===== src/rtl/trap_ctrl_pkg.sv =====
`default_nettype none
// ============================================================================
//  Module   : trap_ctrl_pkg
//  Purpose  : CSR indices, cause codes, FSM encoding and mstatus helpers
//             shared by the machine-mode trap controller.
//  Revision : 1.0 - initial release
// ============================================================================
package trap_ctrl_pkg;

    // Machine-mode CSR indices
    localparam logic [11:0] c_csr_mstatus = 12'h300;
    localparam logic [11:0] c_csr_mie     = 12'h304;
    localparam logic [11:0] c_csr_mtvec   = 12'h305;
    localparam logic [11:0] c_csr_mepc    = 12'h341;
    localparam logic [11:0] c_csr_mcause  = 12'h342;
    localparam logic [11:0] c_csr_mip     = 12'h344;

    // mcause encodings
    localparam logic [63:0] c_cause_m_timer    = 64'h8000_0000_0000_0007;
    localparam logic [63:0] c_cause_ecall_m    = 64'd11;
    localparam logic [63:0] c_cause_breakpoint = 64'd3;

    // Controller FSM encoding
    localparam logic [2:0] c_st_idle     = 3'd0;
    localparam logic [2:0] c_st_w_mepc   = 3'd1;
    localparam logic [2:0] c_st_w_mcause = 3'd2;
    localparam logic [2:0] c_st_w_mstat  = 3'd3;
    localparam logic [2:0] c_st_redir    = 3'd4;

    typedef struct packed {
        logic irq;
        logic ecall;
        logic ebreak;
        logic mret;
    } trap_evt_t;

    // Trap entry: stack MIE into MPIE, disable interrupts, record M-mode as previous
    function automatic logic [63:0] mstatus_on_trap(input logic [63:0] ms);
        logic [63:0] r;
        r        = ms;
        r[12:11] = 2'b11;
        r[7]     = ms[3];
        r[3]     = 1'b0;
        return r;
    endfunction

    // Trap return: restore MIE from MPIE, set MPIE, drop MPP to U
    function automatic logic [63:0] mstatus_on_mret(input logic [63:0] ms);
        logic [63:0] r;
        r        = ms;
        r[12:11] = 2'b00;
        r[3]     = ms[7];
        r[7]     = 1'b1;
        return r;
    endfunction

endpackage
`default_nettype wire


===== src/rtl/trap_ctrl_if.sv =====
`default_nettype none
// ============================================================================
//  Module   : trap_ctrl_if
//  Purpose  : Retire-stage events, CSR state, CSR write port and fetch
//             redirect handshake of the trap controller.
//  Revision : 1.0 - initial release
// ============================================================================
interface trap_ctrl_if;
    logic        inst_valid;
    logic [63:0] inst_addr;
    logic        inst_ecall;
    logic        inst_ebreak;
    logic        inst_mret;
    logic        clint_mtip;
    logic [63:0] mstatus_q;
    logic [63:0] mie_q;
    logic [63:0] mtvec_q;
    logic [63:0] mepc_q;

    logic        csr_we;
    logic [11:0] csr_waddr;
    logic [63:0] csr_wdata;
    logic        flush;
    logic        busy;
    logic        redirect_valid;
    logic [63:0] redirect_pc;
    logic        redirect_ready;

    // Core/fetch side
    modport master (
        output inst_valid, inst_addr, inst_ecall, inst_ebreak, inst_mret,
        output clint_mtip, mstatus_q, mie_q, mtvec_q, mepc_q, redirect_ready,
        input  csr_we, csr_waddr, csr_wdata, flush, busy, redirect_valid, redirect_pc
    );

    // Trap controller side
    modport slave (
        input  inst_valid, inst_addr, inst_ecall, inst_ebreak, inst_mret,
        input  clint_mtip, mstatus_q, mie_q, mtvec_q, mepc_q, redirect_ready,
        output csr_we, csr_waddr, csr_wdata, flush, busy, redirect_valid, redirect_pc
    );
endinterface
`default_nettype wire


===== src/rtl/trap_ctrl_prio.sv =====
`default_nettype none
// ============================================================================
//  Module   : trap_prio
//  Purpose  : Fixed-priority event arbiter: irq > ecall > ebreak > mret.
//  Revision : 1.0 - initial release
// ============================================================================
module trap_prio
    import trap_ctrl_pkg::*;
(
    input  trap_evt_t   i_evt,
    output logic [3:0]  o_grant,   // {irq, ecall, ebreak, mret}
    output logic [63:0] o_cause
);

    always_comb begin
        o_grant = 4'b0000;
        o_cause = 64'd0;
        if (i_evt.irq) begin
            o_grant = 4'b1000;
            o_cause = c_cause_m_timer;
        end else if (i_evt.ecall) begin
            o_grant = 4'b0100;
            o_cause = c_cause_ecall_m;
        end else if (i_evt.ebreak) begin
            o_grant = 4'b0010;
            o_cause = c_cause_breakpoint;
        end else if (i_evt.mret) begin
            o_grant = 4'b0001;
        end
    end

endmodule
`default_nettype wire


===== src/rtl/trap_ctrl.sv =====
`default_nettype none
// ============================================================================
//  Module   : trap_ctrl
//  Purpose  : Machine-mode trap/mret sequencer: writes mepc/mcause/mstatus
//             one CSR per cycle, then holds a fetch redirect until accepted.
//  Revision : 1.0 - initial release
// ============================================================================
module trap_ctrl
    import trap_ctrl_pkg::*;
(
    input  logic          clk,
    input  logic          rst,
    trap_ctrl_if.slave    bus
);

    logic [2:0]  r_state;
    logic [2:0]  w_state_nxt;
    logic [63:0] r_epc;
    logic [63:0] r_cause;
    logic        r_is_mret;
    logic [63:0] r_redirect_pc;

    trap_evt_t   w_evt;
    logic [3:0]  w_grant;
    logic [63:0] w_cause;
    logic        w_irq_pend;
    logic        w_accept;
    logic        w_redir_done;

    logic        w_csr_we;
    logic [11:0] w_csr_waddr;
    logic [63:0] w_csr_wdata;

    logic        w_unused;

    assign w_irq_pend = bus.mstatus_q[3] & bus.mie_q[7] & bus.clint_mtip;

    assign w_evt.irq    = bus.inst_valid & w_irq_pend;
    assign w_evt.ecall  = bus.inst_valid & bus.inst_ecall;
    assign w_evt.ebreak = bus.inst_valid & bus.inst_ebreak;
    assign w_evt.mret   = bus.inst_valid & bus.inst_mret;

    trap_prio u_prio (
        .i_evt   (w_evt),
        .o_grant (w_grant),
        .o_cause (w_cause)
    );

    // Events are only looked at in IDLE, so anything arriving while busy
    // (including a timer interrupt) is simply re-evaluated afterwards.
    assign w_accept     = (r_state == c_st_idle) && (w_grant != 4'b0000);
    assign w_redir_done = (r_state == c_st_redir) && bus.redirect_ready;

    always_comb begin
        w_state_nxt = r_state;
        case (r_state)
            c_st_idle:     if (w_accept) w_state_nxt = w_grant[0] ? c_st_w_mstat : c_st_w_mepc;
            c_st_w_mepc:   w_state_nxt = c_st_w_mcause;
            c_st_w_mcause: w_state_nxt = c_st_w_mstat;
            c_st_w_mstat:  w_state_nxt = c_st_redir;
            c_st_redir:    if (bus.redirect_ready) w_state_nxt = c_st_idle;
            default:       w_state_nxt = c_st_idle;
        endcase
    end

    always_ff @(posedge clk or posedge rst) begin
        if (rst) begin
            r_state       <= c_st_idle;
            r_epc         <= 64'd0;
            r_cause       <= 64'd0;
            r_is_mret     <= 1'b0;
            r_redirect_pc <= 64'd0;
        end else begin
            r_state <= w_state_nxt;
            if (w_accept) begin
                r_epc     <= bus.inst_addr;
                r_cause   <= w_cause;
                r_is_mret <= w_grant[0];
            end
            // Target is captured once on REDIR entry so it stays stable under backpressure
            if (r_state == c_st_w_mstat) begin
                r_redirect_pc <= r_is_mret ? bus.mepc_q : {bus.mtvec_q[63:2], 2'b00};
            end else if (w_redir_done) begin
                r_redirect_pc <= 64'd0;
            end
        end
    end

    always_comb begin
        w_csr_we    = 1'b0;
        w_csr_waddr = 12'd0;
        w_csr_wdata = 64'd0;
        case (r_state)
            c_st_w_mepc: begin
                w_csr_we    = 1'b1;
                w_csr_waddr = c_csr_mepc;
                w_csr_wdata = r_epc;
            end
            c_st_w_mcause: begin
                w_csr_we    = 1'b1;
                w_csr_waddr = c_csr_mcause;
                w_csr_wdata = r_cause;
            end
            c_st_w_mstat: begin
                w_csr_we    = 1'b1;
                w_csr_waddr = c_csr_mstatus;
                w_csr_wdata = r_is_mret ? mstatus_on_mret(bus.mstatus_q)
                                        : mstatus_on_trap(bus.mstatus_q);
            end
            default: begin
                w_csr_we    = 1'b0;
                w_csr_waddr = 12'd0;
                w_csr_wdata = 64'd0;
            end
        endcase
    end

    assign bus.csr_we         = w_csr_we;
    assign bus.csr_waddr      = w_csr_waddr;
    assign bus.csr_wdata      = w_csr_wdata;
    // Flush is combinational off the accept; gated so reset silences it immediately
    assign bus.flush          = w_accept & ~rst;
    assign bus.busy           = (r_state != c_st_idle);
    assign bus.redirect_valid = (r_state == c_st_redir);
    assign bus.redirect_pc    = r_redirect_pc;

    assign w_unused = ^{bus.mie_q[63:8], bus.mie_q[6:0], bus.mtvec_q[1:0]};

endmodule
`default_nettype wire

===== src/flat_wrapper.sv =====
// flat-port wrapper written by rule: the top's interface ports become plain ports
module trap_ctrl_flat import trap_ctrl_pkg::*;
  (clk, rst, bus_inst_valid, bus_inst_addr, bus_inst_ecall, bus_inst_ebreak, bus_inst_mret, bus_clint_mtip, bus_mstatus_q, bus_mie_q, bus_mtvec_q, bus_mepc_q, bus_redirect_ready, bus_csr_we, bus_csr_waddr, bus_csr_wdata, bus_flush, bus_busy, bus_redirect_valid, bus_redirect_pc);
  trap_ctrl_if bus_i ();
  input  logic clk;
  input  logic rst;
  input wire logic [$bits(bus_i.inst_valid)-1:0] bus_inst_valid;
  input wire logic [$bits(bus_i.inst_addr)-1:0] bus_inst_addr;
  input wire logic [$bits(bus_i.inst_ecall)-1:0] bus_inst_ecall;
  input wire logic [$bits(bus_i.inst_ebreak)-1:0] bus_inst_ebreak;
  input wire logic [$bits(bus_i.inst_mret)-1:0] bus_inst_mret;
  input wire logic [$bits(bus_i.clint_mtip)-1:0] bus_clint_mtip;
  input wire logic [$bits(bus_i.mstatus_q)-1:0] bus_mstatus_q;
  input wire logic [$bits(bus_i.mie_q)-1:0] bus_mie_q;
  input wire logic [$bits(bus_i.mtvec_q)-1:0] bus_mtvec_q;
  input wire logic [$bits(bus_i.mepc_q)-1:0] bus_mepc_q;
  input wire logic [$bits(bus_i.redirect_ready)-1:0] bus_redirect_ready;
  output wire logic [$bits(bus_i.csr_we)-1:0] bus_csr_we;
  output wire logic [$bits(bus_i.csr_waddr)-1:0] bus_csr_waddr;
  output wire logic [$bits(bus_i.csr_wdata)-1:0] bus_csr_wdata;
  output wire logic [$bits(bus_i.flush)-1:0] bus_flush;
  output wire logic [$bits(bus_i.busy)-1:0] bus_busy;
  output wire logic [$bits(bus_i.redirect_valid)-1:0] bus_redirect_valid;
  output wire logic [$bits(bus_i.redirect_pc)-1:0] bus_redirect_pc;
  assign bus_i.inst_valid = bus_inst_valid;
  assign bus_i.inst_addr = bus_inst_addr;
  assign bus_i.inst_ecall = bus_inst_ecall;
  assign bus_i.inst_ebreak = bus_inst_ebreak;
  assign bus_i.inst_mret = bus_inst_mret;
  assign bus_i.clint_mtip = bus_clint_mtip;
  assign bus_i.mstatus_q = bus_mstatus_q;
  assign bus_i.mie_q = bus_mie_q;
  assign bus_i.mtvec_q = bus_mtvec_q;
  assign bus_i.mepc_q = bus_mepc_q;
  assign bus_i.redirect_ready = bus_redirect_ready;
  assign bus_csr_we = bus_i.csr_we;
  assign bus_csr_waddr = bus_i.csr_waddr;
  assign bus_csr_wdata = bus_i.csr_wdata;
  assign bus_flush = bus_i.flush;
  assign bus_busy = bus_i.busy;
  assign bus_redirect_valid = bus_i.redirect_valid;
  assign bus_redirect_pc = bus_i.redirect_pc;
  trap_ctrl u_core (.clk(clk), .rst(rst), .bus(bus_i));
endmodule

===== config.mk =====
export PLATFORM = sky130hd
export DESIGN_NAME = trap_ctrl_flat
export DESIGN_NICKNAME = d
export VERILOG_FILES = /design/src/rtl/trap_ctrl_pkg.sv /design/src/rtl/trap_ctrl_if.sv /design/src/rtl/trap_ctrl_prio.sv /design/src/rtl/trap_ctrl.sv /design/src/flat_wrapper.sv
export SDC_FILE = /design/constraint.sdc
export NUM_CORES = 1
export LEC_CHECK = 0
export ABC_AREA = 1
export CAP_MARGIN = 20
export CORE_AREA = 2 2 184 186
export DETAILED_ROUTE_END_ITERATION = 7
export DIE_AREA = 0 0 186 188
export GPL_ROUTABILITY_DRIVEN = 0
export PLACE_DENSITY = 0.61
export SYNTH_ARGS = -nofsm -noshare
export SYNTH_HDL_FRONTEND = slang
export SYNTH_SLANG_ARGS = --single-unit

===== constraint.sdc =====
create_clock -name clk -period 9.2 [get_ports clk]
set_input_delay 1.84 -clock clk [delete_from_list [all_inputs] [get_ports clk]]
set_output_delay 1.84 -clock clk [all_outputs]
set_load 0.1 [all_outputs]

==> results.tsv <==
stage	metric	value	unit
placed_design	hpwl	19100	um
synthesis	yosys.area.top_type_share	0.481	
synthesis	synth_fa_ha_area_frac	0	
sta	drv_slew	0	
sta	slew_headroom	0.282	
route	viasPerCell	4.27	
synthesis	ys_seq_area_frac	0.481	
finish	nFillCells	3426	
clock_tree	clock_path_buffers	2	
setup_path	cp_max_fo	5	
clock_tree	postCtsSetupBuffers	0	
finish	layout.cells.non_filler	1744	
setup_path	critical_path_class	in2out	
global_routing	antenna_found_initial	2	
route	firstDrtPassIters	5	
clock_tree	path_clk_slew	0.06	ns
sta	finalCriticalPeriod	5.96	ns
finish	layout.nets	1610	
job	drv_cap	0	
setup_path	end_kind	output pin	
sta	worst_slew_pin_slew	1.07	ns
synthesis	ys_top_cells_by_area	dfrtp_1 (48%), nand2_1 (19%), nand3_1 (9.8%), a22o_1 (7.0%), o21ai_0 (4.7%)	
worst_hold_path	min_path_type	reg2reg	
clock_tree	tritoncts	done	
placed_design	dp_cells	1711	
synthesis	synth_cell_types	21	
synthesis	synth_top_family_by_area	simple AND/OR/NAND/NOR gates	
finish	syn_to_final_growth	69.6	%
clock_tree	cts_hold_buffers	0	
setup_path	cp-start-kind	input pin	
placed_design	place_ws	3.19	ns
clock_tree	post_cts_resized	0	
synthesis	synth_seq_cells	135	
finish	drive_gt1_frac	0.0456	
synthesis	yosysWarnings	0	
route	drtIter0Drc	257	
sta	rsz0062_at_grt	no	
clock_tree	clock-root-buffer	clkbuf_16	
sta	setup_ws	3.24	ns
placed_design	port_buffers	397	
global_routing	grt_max_degree	89	
sta	clock_skew	0.0102	ns
clock_tree	insertion_delay	0.42	ns
floorplan	core-area	33100	um^2
sta	hold_viol	0	
sta	fin_tns_setup	0	ns
synthesis	synthCells	924	
route	wl_per_cell	15.7	um
sta	setup-violations-final	0	
clock_tree	h-tree-depth	4	
route	vias	7439	
global_routing	overflow	0	
synthesis	muxShareOfSynthArea	0	
route	routed_wl	27300	um
synthesis	avgSynthCellArea	7.61	um^2
synthesis	synth.cell_area	7030	um^2
floorplan	die_h	188	um
setup_path	worstPathArrival	4.12	ns
global_routing	grt_pass1_vias	7470	
floorplan	start_util	0.212	
floorplan	io_pins	472	
synthesis	synth-xor-area-share	0	
route	drc	0	
synthesis	synth-simple-area-share	0.300	
floorplan	rows	67	
global_routing	grt_usage	0.151	
run_status	run_status	finished clean	
route	antenna_left	0	
floorplan	die_w	186	um
sta	fmax	168	MHz
synthesis	yosys.area.top_type	dfrtp_1	
clock_tree	cts_sinks	135	
setup_path	required	7.36	ns
clock_tree	cts_buffers	17	
global_routing	grt_pass1_wl	41100	um
synthesis	synth-compound-area-share	0.119	
sta	finalCritPeriodShare	0.648	
floorplan	die_area	35000	um^2
-- per-stage QoR --
step | area, um^2 | util | hold WS (ns)
2_1_floorplan | 7050 | - | 0.442
3_3_place_gp | 11300 | 0.341 | 0.459
3_5_place_dp | 11300 | 0.341 | 0.464
4_1_cts | 11900 | 0.360 | 0.480
5_1_grt | 11900 | 0.360 | 0.519
6_report | 11900 | 0.360 | 0.479
-- cell usage after synthesis --
library cell and count:
nor2_2 2, o21ai_2 1, a21oi_2 1, o21ai_0 66, a22o_1 56, clkbuf_2 2, nand3_2 2, buf_6 3
inv_2 7, nand3_1 138, nand2_2 2, buf_2 36, buf_1 5, nor2_1 6, clkbuf_1 16, nand2_1 357
nor3_2 1, buf_4 12, inv_1 75, dfrtp_1 135, conb_1 1
-- worst max-delay path: stages --
cell,delay (ns)
clkdlybuf4s50_1,0.53
nand2_1,0.09
inv_1,0.05
nand2_1,0.08
nand2_1,0.10
nand2_2,0.07
a21oi_2,0.13
clkdlybuf4s50_1,1.20
-- logic make-up (layout without fill, tap and decap cells) --
family / Yosys count / after routing
buffers and inverters: 156 / 521
AOI/OAI and AO/OA: 124 / 124
other: 1 / 8
DFF: 135 / 135
and+or+nand+nor: 508 / 508
-- sequential cells by signal (all words and copies together), names as in the netlist --
register / flops
u_core.r_cause: 3
u_core.r_state: 3
u_core.r_is_mret: 1
u_core.bus.redirect_pc: 64
u_core.r_epc: 64
-- area by class of cell --
cell class / instances / area (um^2) / share of cell area
Sequential cell: 135 / 3380 / 0.283
Multi-Input combinational cell: 639 / 2990 / 0.250
Clock buffer: 21 / 470 / 0.0395
Tap cell: 448 / 561 / 0.0470
Inverter: 82 / 315 / 0.0264
Antenna cell: 1 / 2.50 / 0.000210
Clock inverter: 11 / 148 / 0.0124
Timing Repair Buffer: 407 / 4060 / 0.341
-- cell usage in the layout, fill, tap and decap left out, drive strengths merged --
cell type	Yosys	routed
clkdlybuf4s50	0	397
nand2	359	359
nand3	140	140
dfrtp	135	135
inv	82	82
o21ai	67	67
a22o	56	56
clkbuf	18	21
buf	56	10
nor2	8	8
conb	1	7
clkinvlp	0	4
clkinv	0	4
bufinv	0	3
diode	0	1
nor3	1	1
a21oi	1	1
-- path summary, 6_finish.rpt --
check / from / to / slack, ns / cells past startpoint
worst max-delay path: bus_inst_valid / bus_flush / 3.24 / 8
worst min-delay path: u_core.r_cause[1] / u_core.r_cause[1] / 0.48 / 2
worst min register to register: u_core.r_cause[1] / u_core.r_cause[1] / 0.48 / 2
worst max register to register: u_core.r_state[2] / u_core.bus.redirect_pc[32] / 6.87 / 6
min in group asynchronous: rst / u_core.bus.redirect_pc[4] / 2.00 / 2
max in group asynchronous: rst / u_core.r_epc[21] / 6.03 / 3
-- routing by layer --
| layer | part of all wire | vias to the layer above | wire (um) | global-route usage |
|---|---|---|---|---|
| li1 | - | 3671 | - | - |
| met1 | 0.42 | 3418 | 11300 | 0.178 |
| met2 | 0.46 | 329 | 12600 | 0.255 |
| met3 | 0.11 | 19 | 2950 | 0.0592 |
| met4 | 0.015 | 2 | 412 | 0.0433 |
| met5 | 0.00048 | - | 13 | 0 |
Power is not shown: default switching activity piles up to over one toggle a cycle in this logic, so the estimate is an artifact.
